File: config.mk
export PLATFORM = sky130hd
export DESIGN_NAME = execute_unit
export DESIGN_NICKNAME = d
export VERILOG_FILES = /design/src/rtl/exec_pkg.sv /design/src/rtl/iterative_multiplier.sv /design/src/rtl/execute_unit.sv
export SDC_FILE = /design/constraint.sdc
export NUM_CORES = 1
export LEC_CHECK = 0
export BUFFER_PORTS_ARGS = -buffer_cell sky130_fd_sc_hd__buf_4
export CAP_MARGIN = 10
export CORE_MARGIN = 3
export CORE_UTILIZATION = 40
export CTS_BUF_LIST = sky130_fd_sc_hd__clkbuf_8 sky130_fd_sc_hd__clkbuf_16
export CTS_CLUSTER_DIAMETER = 50
export DETAILED_ROUTE_END_ITERATION = 10
export REMOVE_ABC_BUFFERS = 1
export SLEW_MARGIN = 20
export SYNTH_ARGS = -nofsm -noshare
export SYNTH_HDL_FRONTEND = slang
export SYNTH_SLANG_ARGS = --single-unit
export TNS_END_PERCENT = 10
File: constraint.sdc
create_clock -name clk -period 3.3 [get_ports clk]
set_clock_uncertainty 0.15 [all_clocks]
set_input_delay 0.495 -clock clk [delete_from_list [all_inputs] [get_ports clk]]
set_output_delay 0.495 -clock clk [all_outputs]
set_load 0.005 [all_outputs]
File: src/rtl/exec_pkg.sv
// Shared definitions for the integer execution unit: default widths, issue/forward packet layout
// and opcode encodings used by execute_unit, reservation stations and the ROB.
package exec_pkg;

  localparam int unsigned DATA_W_DEF = 16;
  localparam int unsigned TAG_W_DEF  = 6;
  localparam int unsigned OP_W_DEF   = 4;

  localparam int unsigned ISSUE_W = OP_W_DEF + TAG_W_DEF + 2 * DATA_W_DEF;
  localparam int unsigned FWD_W   = 1 + TAG_W_DEF + DATA_W_DEF;

  // Issue packet: {op, rob, valueA, valueB}
  localparam int unsigned ISSUE_B_LSB   = 0;
  localparam int unsigned ISSUE_A_LSB   = DATA_W_DEF;
  localparam int unsigned ISSUE_TAG_LSB = 2 * DATA_W_DEF;
  localparam int unsigned ISSUE_OP_LSB  = 2 * DATA_W_DEF + TAG_W_DEF;

  // Forward packet: {valid, rob, value}
  localparam int unsigned FWD_VALUE_LSB = 0;
  localparam int unsigned FWD_TAG_LSB   = DATA_W_DEF;
  localparam int unsigned FWD_VALID_BIT = DATA_W_DEF + TAG_W_DEF;

  localparam logic [OP_W_DEF-1:0] OP_ADD = 4'd0;
  localparam logic [OP_W_DEF-1:0] OP_SUB = 4'd1;
  localparam logic [OP_W_DEF-1:0] OP_AND = 4'd2;
  localparam logic [OP_W_DEF-1:0] OP_OR  = 4'd3;
  localparam logic [OP_W_DEF-1:0] OP_XOR = 4'd4;
  localparam logic [OP_W_DEF-1:0] OP_SHL = 4'd5;
  localparam logic [OP_W_DEF-1:0] OP_SHR = 4'd6;
  localparam logic [OP_W_DEF-1:0] OP_SLT = 4'd7;
  localparam logic [OP_W_DEF-1:0] OP_MUL = 4'd8;

endpackage

File: src/rtl/iterative_multiplier.sv
// Shift-add multiplier retiring one multiplier bit per clock; returns the low DATA_W product bits.
// done_o/product_o are combinational in the final iteration cycle so the caller can register them.
module iterative_multiplier #(
  parameter int unsigned DATA_W = 16
) (
  input  logic              clk_i,
  input  logic              rst_ni,
  input  logic              clear_i,
  input  logic              start_i,
  input  logic [DATA_W-1:0] a_i,
  input  logic [DATA_W-1:0] b_i,
  output logic              busy_o,
  output logic              done_o,
  output logic [DATA_W-1:0] product_o
);

  localparam int unsigned CntW = $clog2(DATA_W);

  logic              busy_q;
  logic [CntW-1:0]   cnt_q;
  logic [DATA_W-1:0] mcand_q;
  logic [DATA_W-1:0] mplier_q;
  logic [DATA_W-1:0] acc_q;
  logic [DATA_W-1:0] acc_d;

  always_comb begin
    acc_d = acc_q + (mplier_q[0] ? mcand_q : '0);
  end

  assign busy_o    = busy_q;
  assign done_o    = busy_q && (cnt_q == CntW'(DATA_W - 1));
  assign product_o = acc_d;

  always_ff @(posedge clk_i) begin
    if (!rst_ni || clear_i) begin
      busy_q   <= 1'b0;
      cnt_q    <= '0;
      mcand_q  <= '0;
      mplier_q <= '0;
      acc_q    <= '0;
    end else if (start_i) begin
      busy_q   <= 1'b1;
      cnt_q    <= '0;
      mcand_q  <= a_i;
      mplier_q <= b_i;
      acc_q    <= '0;
    end else if (busy_q) begin
      acc_q    <= acc_d;
      mcand_q  <= mcand_q << 1;
      mplier_q <= mplier_q >> 1;
      cnt_q    <= cnt_q + CntW'(1);
      if (done_o) begin
        busy_q <= 1'b0;
      end
    end
  end

endmodule

File: src/rtl/execute_unit.sv
// Single-issue integer execution unit: one issue stage, inline ALU, registered forward broadcast.
// Define MUL_EXEC_EN to route opcode 8 through the iterative multiplier (otherwise it returns 0).
module execute_unit
  import exec_pkg::*;
#(
  parameter int unsigned DATA_W = DATA_W_DEF,
  parameter int unsigned TAG_W  = TAG_W_DEF,
  parameter int unsigned OP_W   = OP_W_DEF
) (
  input  logic                          clk,
  input  logic                          rst_n,
  input  logic                          flush,
  input  logic [OP_W+TAG_W+2*DATA_W-1:0] in_operation,
  input  logic                          in_valid,
  output logic                          in_ready,
  output logic [TAG_W+DATA_W:0]         forward_out
);

  localparam int unsigned TagLsb = 2 * DATA_W;
  localparam int unsigned OpLsb  = 2 * DATA_W + TAG_W;

  logic [OP_W-1:0]   in_op;
  logic [TAG_W-1:0]  in_tag;
  logic [DATA_W-1:0] in_a;
  logic [DATA_W-1:0] in_b;

  assign in_op  = in_operation[OpLsb +: OP_W];
  assign in_tag = in_operation[TagLsb +: TAG_W];
  assign in_a   = in_operation[DATA_W +: DATA_W];
  assign in_b   = in_operation[0 +: DATA_W];

  logic              s1_valid_q;
  logic [OP_W-1:0]   s1_op_q;
  logic [TAG_W-1:0]  s1_tag_q;
  logic [DATA_W-1:0] s1_a_q;
  logic [DATA_W-1:0] s1_b_q;

  logic [TAG_W+DATA_W:0] fwd_q;
  logic [TAG_W+DATA_W:0] fwd_d;
  logic [DATA_W-1:0]     alu_res;
  logic                  accept;
  logic                  alu_done;
  logic                  s1_is_mul;

  assign s1_is_mul = s1_valid_q && (s1_op_q == OP_MUL);

  always_comb begin
    alu_res = '0;
    case (s1_op_q)
      OP_ADD:  alu_res = s1_a_q + s1_b_q;
      OP_SUB:  alu_res = s1_a_q - s1_b_q;
      OP_AND:  alu_res = s1_a_q & s1_b_q;
      OP_OR:   alu_res = s1_a_q | s1_b_q;
      OP_XOR:  alu_res = s1_a_q ^ s1_b_q;
      OP_SHL:  alu_res = s1_a_q << s1_b_q[3:0];
      OP_SHR:  alu_res = s1_a_q >> s1_b_q[3:0];
      OP_SLT:  alu_res = {{(DATA_W-1){1'b0}}, ($signed(s1_a_q) < $signed(s1_b_q))};
      default: alu_res = '0;
    endcase
  end

`ifdef MUL_EXEC_EN
  logic              mul_start;
  logic              mul_busy;
  logic              mul_done;
  logic [DATA_W-1:0] mul_product;
  logic [TAG_W-1:0]  mul_tag_q;

  // A multiply waiting in s1 also blocks issue so it can never queue behind a busy multiplier.
  assign in_ready  = !mul_busy && !s1_is_mul;
  assign mul_start = s1_is_mul && !flush;
  assign alu_done  = s1_valid_q && !s1_is_mul;

  iterative_multiplier #(
    .DATA_W (DATA_W)
  ) u_mul (
    .clk_i     (clk),
    .rst_ni    (rst_n),
    .clear_i   (flush),
    .start_i   (mul_start),
    .a_i       (s1_a_q),
    .b_i       (s1_b_q),
    .busy_o    (mul_busy),
    .done_o    (mul_done),
    .product_o (mul_product)
  );

  always_ff @(posedge clk) begin
    if (!rst_n) begin
      mul_tag_q <= '0;
    end else if (mul_start) begin
      mul_tag_q <= s1_tag_q;
    end
  end
`else
  assign in_ready = 1'b1;
  assign alu_done = s1_valid_q;
`endif

  assign accept = in_valid && in_ready && !flush;

  // ALU and multiplier completions never coincide: issue is closed while the multiplier runs.
  always_comb begin
    fwd_d = '0;
    if (alu_done) begin
      fwd_d = {1'b1, s1_tag_q, alu_res};
    end
`ifdef MUL_EXEC_EN
    else if (mul_done) begin
      fwd_d = {1'b1, mul_tag_q, mul_product};
    end
`endif
  end

  always_ff @(posedge clk) begin
    if (!rst_n || flush) begin
      s1_valid_q <= 1'b0;
      fwd_q      <= '0;
    end else begin
      s1_valid_q <= accept;
      fwd_q      <= fwd_d;
    end
  end

  always_ff @(posedge clk) begin
    if (!rst_n) begin
      s1_op_q  <= '0;
      s1_tag_q <= '0;
      s1_a_q   <= '0;
      s1_b_q   <= '0;
    end else if (accept) begin
      s1_op_q  <= in_op;
      s1_tag_q <= in_tag;
      s1_a_q   <= in_a;
      s1_b_q   <= in_b;
    end
  end

  assign forward_out = fwd_q;

endmodule

==> impl_table.tex <==
\begin{tabular}{lr}
\hline
Metric & Value \\
\hline
\multicolumn{2}{l}{\textbf{Status}} \\
Outcome & completed \\
\multicolumn{2}{l}{\textbf{Floorplanning}} \\
Core area & between 10,000 and 15,000 sq um \\
Die H & 127 microns \\
IO Pins & 70 \\
Width of the die & roughly 130 microns \\
Number of placement rows & 43 \\
Die Footprint & roughly 16,000 sq um \\
Initial core utilization & 0.416 \\
\multicolumn{2}{l}{\textbf{Critical path}} \\
Kind of critical path & flip-flop to flip-flop \\
Worst Path Buf+Inv & 1 \\
CP arrival & 3.01 ns \\
Category of the worst setup path capture point & flip-flop \\
Crit-path max cell delay & 0.49 ns \\
Kind of start point of the critical path & flip-flop \\
Cell with the biggest individual delay on the critical path & dfxtp\_1 \\
WP data required & $\sim$3.4 ns \\
Largest delay share family, worst path & compound AO/OA/AOI/OAI gates \\
Critical Path, Cell by Cell & inv\_1 -> ha\_1 -> and2\_4 -> a221o\_1 -> o211ai\_2 -> nand3b\_1 -> xor2\_1 -> a221oi\_2 -> a21oi\_1 \\
Highest net fanout along the worst path & 8 \\
Setup slack of the worst register-to-register path & approximately 0.34 ns \\
\multicolumn{2}{l}{\textbf{Final layout}} \\
Most common library cell in the layout ignoring fill and taps & nand2\_1 \\
Layout cell share with drive strength beyond 1 & 0.181 \\
NumNets Final & 938 \\
Non-filler cells in the finished layout & just over 1,000 \\
Area used by multi-input combinational logic & about 4000 sq um \\
Number of diodes & 0 \\
Sequential standard cell area & about 1300 sq um \\
Layout Utilization & 0.491 \\
Number of filler instances in the final layout & 1,440 \\
Commonest non-fill, non-tap cells in the layout & nand2\_1, buf\_4, dfxtp\_1 \\
Area delta synth->final & 18.0\% \\
\multicolumn{2}{l}{\textbf{Place}} \\
Cell Count Post-Placement & between 1,000 and 1,500 \\
Detailed Place HPWL & between 15 and 20 mm \\
Final GP Congestion & 0.973 \\
Port-buffer cells & 68 \\
\multicolumn{2}{l}{\textbf{Synthesis}} \\
Register bit total from synthesis & between 60 and 70 \\
Dominant register cell in the synthesized netlist & dfxtp\_1 \\
Sequential share of the synthesized area & 0.225 \\
Number of distinct standard cells referenced by the synthesized netlist & 69 \\
Total number of yosys warnings & 0 \\
Share of synthesized registers carrying an async set or reset & 0 \\
Post-synthesis instance area & approximately 5900 sq um \\
Syn Area/Cell & roughly 7.6 sq um \\
Post-synth EDFFs & 0 \\
Synthesized instance count & slightly below 800 \\
\multicolumn{2}{l}{\textbf{Detailed routing}} \\
First-pass detailed-route iteration total & 6 \\
Number of routed nets with antenna violations & 0 \\
Routed vias & 6,063 \\
Total wire length after detailed routing & between 20 and 25 mm \\
Vias per Instance & between 5 and 6 \\
\# DRC & 0 \\
DRT iter0 DRCs & around 540 \\
DR WL/cell & 20.9 microns \\
\multicolumn{2}{l}{\textbf{Global routing}} \\
Global-route total usage across every layer & 0.266 \\
Number of global-route vias before repair & roughly 6,000 \\
GR Util met3 & 0.0456 \\
GR Layer Usage met2 & 0.395 \\
Most congested layer reported by global routing & met2 \\
Fraction of met1 tracks used by global routing & 0.384 \\
Pin count of the biggest net entering global routing & between 40 and 50 \\
Antenna violations before repair & 0 \\
First-pass GRT wire length & 33.6 mm \\
Overflow after GRT & 0 \\
\multicolumn{2}{l}{\textbf{Timing}} \\
Final-layout worst hold slack & around 0.25 ns \\
Final number of max-transition violations & 0 \\
Fraction of the cycle the final worst path needs & 0.896 \\
Unrepaired setup endpoints after global routing & no \\
Worst slew slack as a fraction of its limit & 0.389 \\
Final number of setup-violating endpoints & 0 \\
Tightest Pin Transition & between 0.9 and 1 ns \\
Number of hold violations in the final report & 0 \\
Final period demand of the worst path & between 2 and 3 ns \\
Achievable Freq & between 300 and 400 MHz \\
\multicolumn{2}{l}{\textbf{Worst hold path}} \\
Hold crit path type & primary input to flip-flop \\
\multicolumn{2}{l}{\textbf{Power and ir drop}} \\
IR Drop Worst-Case VDD & roughly 0.25 mV \\
Power per Cell Area & about 360 nW/um\^{}2 \\
Reported leakage power & around 2.7 nW \\
\multicolumn{2}{l}{\textbf{Clock tree}} \\
TritonCTS sink count & 66 \\
Setup repair bufs after CTS & 0 \\
Clock Latency Late Sink & around 0.35 ns \\
CTS tree & done \\
CTS H-Tree Depth & 3 \\
CTS Hold Buffers Added & 0 \\
Clock tree root buffer cell & clkbuf\_16 \\
Inserted Clock Buffers & 9 \\
Resize count post-CTS & 0 \\
Clock transition at the register clock pins on the worst setup and hold paths after CTS & approximately 0.060 ns \\
Longest Clk Path Bufs & 2 \\
\multicolumn{2}{l}{\textbf{Job}} \\
\# Max-Cap Violations & 0 \\
\hline
\end{tabular}
==> cell families (layout without fill, tap and decap cells) <==
logic type	count (synthesis)	count (layout)	share of synthesized area
other cells	1	1	0.000639
flops	66	66	0.225
buf+inv	100	166	0.0748
fa+ha+maj	54	54	0.118
xor+xnor	12	12	0.0179
simple gates	269	269	0.206
mux	35	35	0.0785
compound gates	240	240	0.279
==> per-layer routing <==
metal / routed length (microns) / up-vias
met3: 1620 / 33
met2: 9190 / 279
met4: 612 / 0
li1: - / 2874
met1: 9930 / 2877
met5: 0 / -
==> worst reg2reg max path, delay by kind of cell (launching register included) <==
kind	cells	cell delay [ns]
fa+ha+maj	1	0.42
buf+inv	1	0.21
flops	1	0.49
compound gates	4	1.04
simple gates	2	0.33
xor+xnor	1	0.17
==> area by class of cell <==
type / count / share of cell area
inverter: 48 / 0.0260
clock buffer: 10 / 0.0345
clock inverter: 6 / 0.0101
timing repair buffer: 102 / 0.112
multi-input combinational: 611 / 0.594
sequential: 66 / 0.191
tap: 180 / 0.0325
==> worst paths after layout <==
path | start | to | depth (start not counted)
min reg2reg | s1_tag_q[3]$_SDFFE_PN0P_ | forward_out[19]$_SDFF_PP0_ | 1
max | s1_b_q[3]$_SDFFE_PN0P_ | forward_out[11]$_SDFF_PP0_ | 9
min | in_operation[32] | s1_tag_q[0]$_SDFFE_PN0P_ | 3
max reg2reg | s1_b_q[3]$_SDFFE_PN0P_ | forward_out[11]$_SDFF_PP0_ | 9
==> flip-flops by register name (all words and copies together) (netlist names) <==
| register | cells |
|---|---|
| alu_done | 1 |
| s1_tag_q | 6 |
| s1_a_q | 16 |
| s1_op_q | 4 |
| s1_b_q | 16 |
| forward_out | 23 |
==> report_power, final <==
part | switching (mW) | total, mW | internal [mW] | leakage, nW
clock network | 0.416 | 1.03 | 0.614 | 0.154
registers | 0.0295 | 0.852 | 0.823 | 0.537
logic | 0.371 | 0.618 | 0.247 | 2.03
total | 0.816 | 2.50 | 1.68 | 2.73
==> synthesized netlist by cell type, drive strengths merged (3+ instances only) <==
cell | count | area, sq um
a211oi | 12 | 90.1
a221oi | 8 | 82.6
a21o | 6 | 45.0
buf | 23 | 150
a21boi | 43 | 323
nor2b | 9 | 56.3
xnor2 | 8 | 70.1
mux2 | 8 | 90.1
inv | 48 | 180
nand3 | 9 | 45.0
mux4 | 8 | 180
nor3 | 20 | 120
nand2b | 8 | 50.1
mux2i | 19 | 190
a211o | 3 | 26.3
a22oi | 10 | 75.1
and2 | 8 | 52.6
a2111oi | 3 | 26.3
a31oi | 21 | 131
clkbuf | 29 | 109
or3 | 9 | 61.3
ha | 52 | 651
xor2 | 4 | 35.0
o221ai | 7 | 78.8
o22ai | 7 | 43.8
dfxtp | 66 | 1320
a21oi | 46 | 230
nand2 | 130 | 488
o31ai | 6 | 45.0
nor4 | 4 | 25.0
nor2 | 62 | 235
o21ai | 45 | 229
o211ai | 4 | 40.0
==> metrics by stage <==
step,setup TNS [ns],power [mW],cell area [sq um],worst slack [ns]
floorplan,-0.212,1.25,5610,-0.105
global placement,0,1.47,6620,0.427
detailed placement,0,1.47,6620,0.401
CTS,0,2.51,6920,0.366
global route,0,2.61,6920,0.228
finish,0,2.50,6920,0.343
No activity file was read; power rests on OpenSTA's default activity.
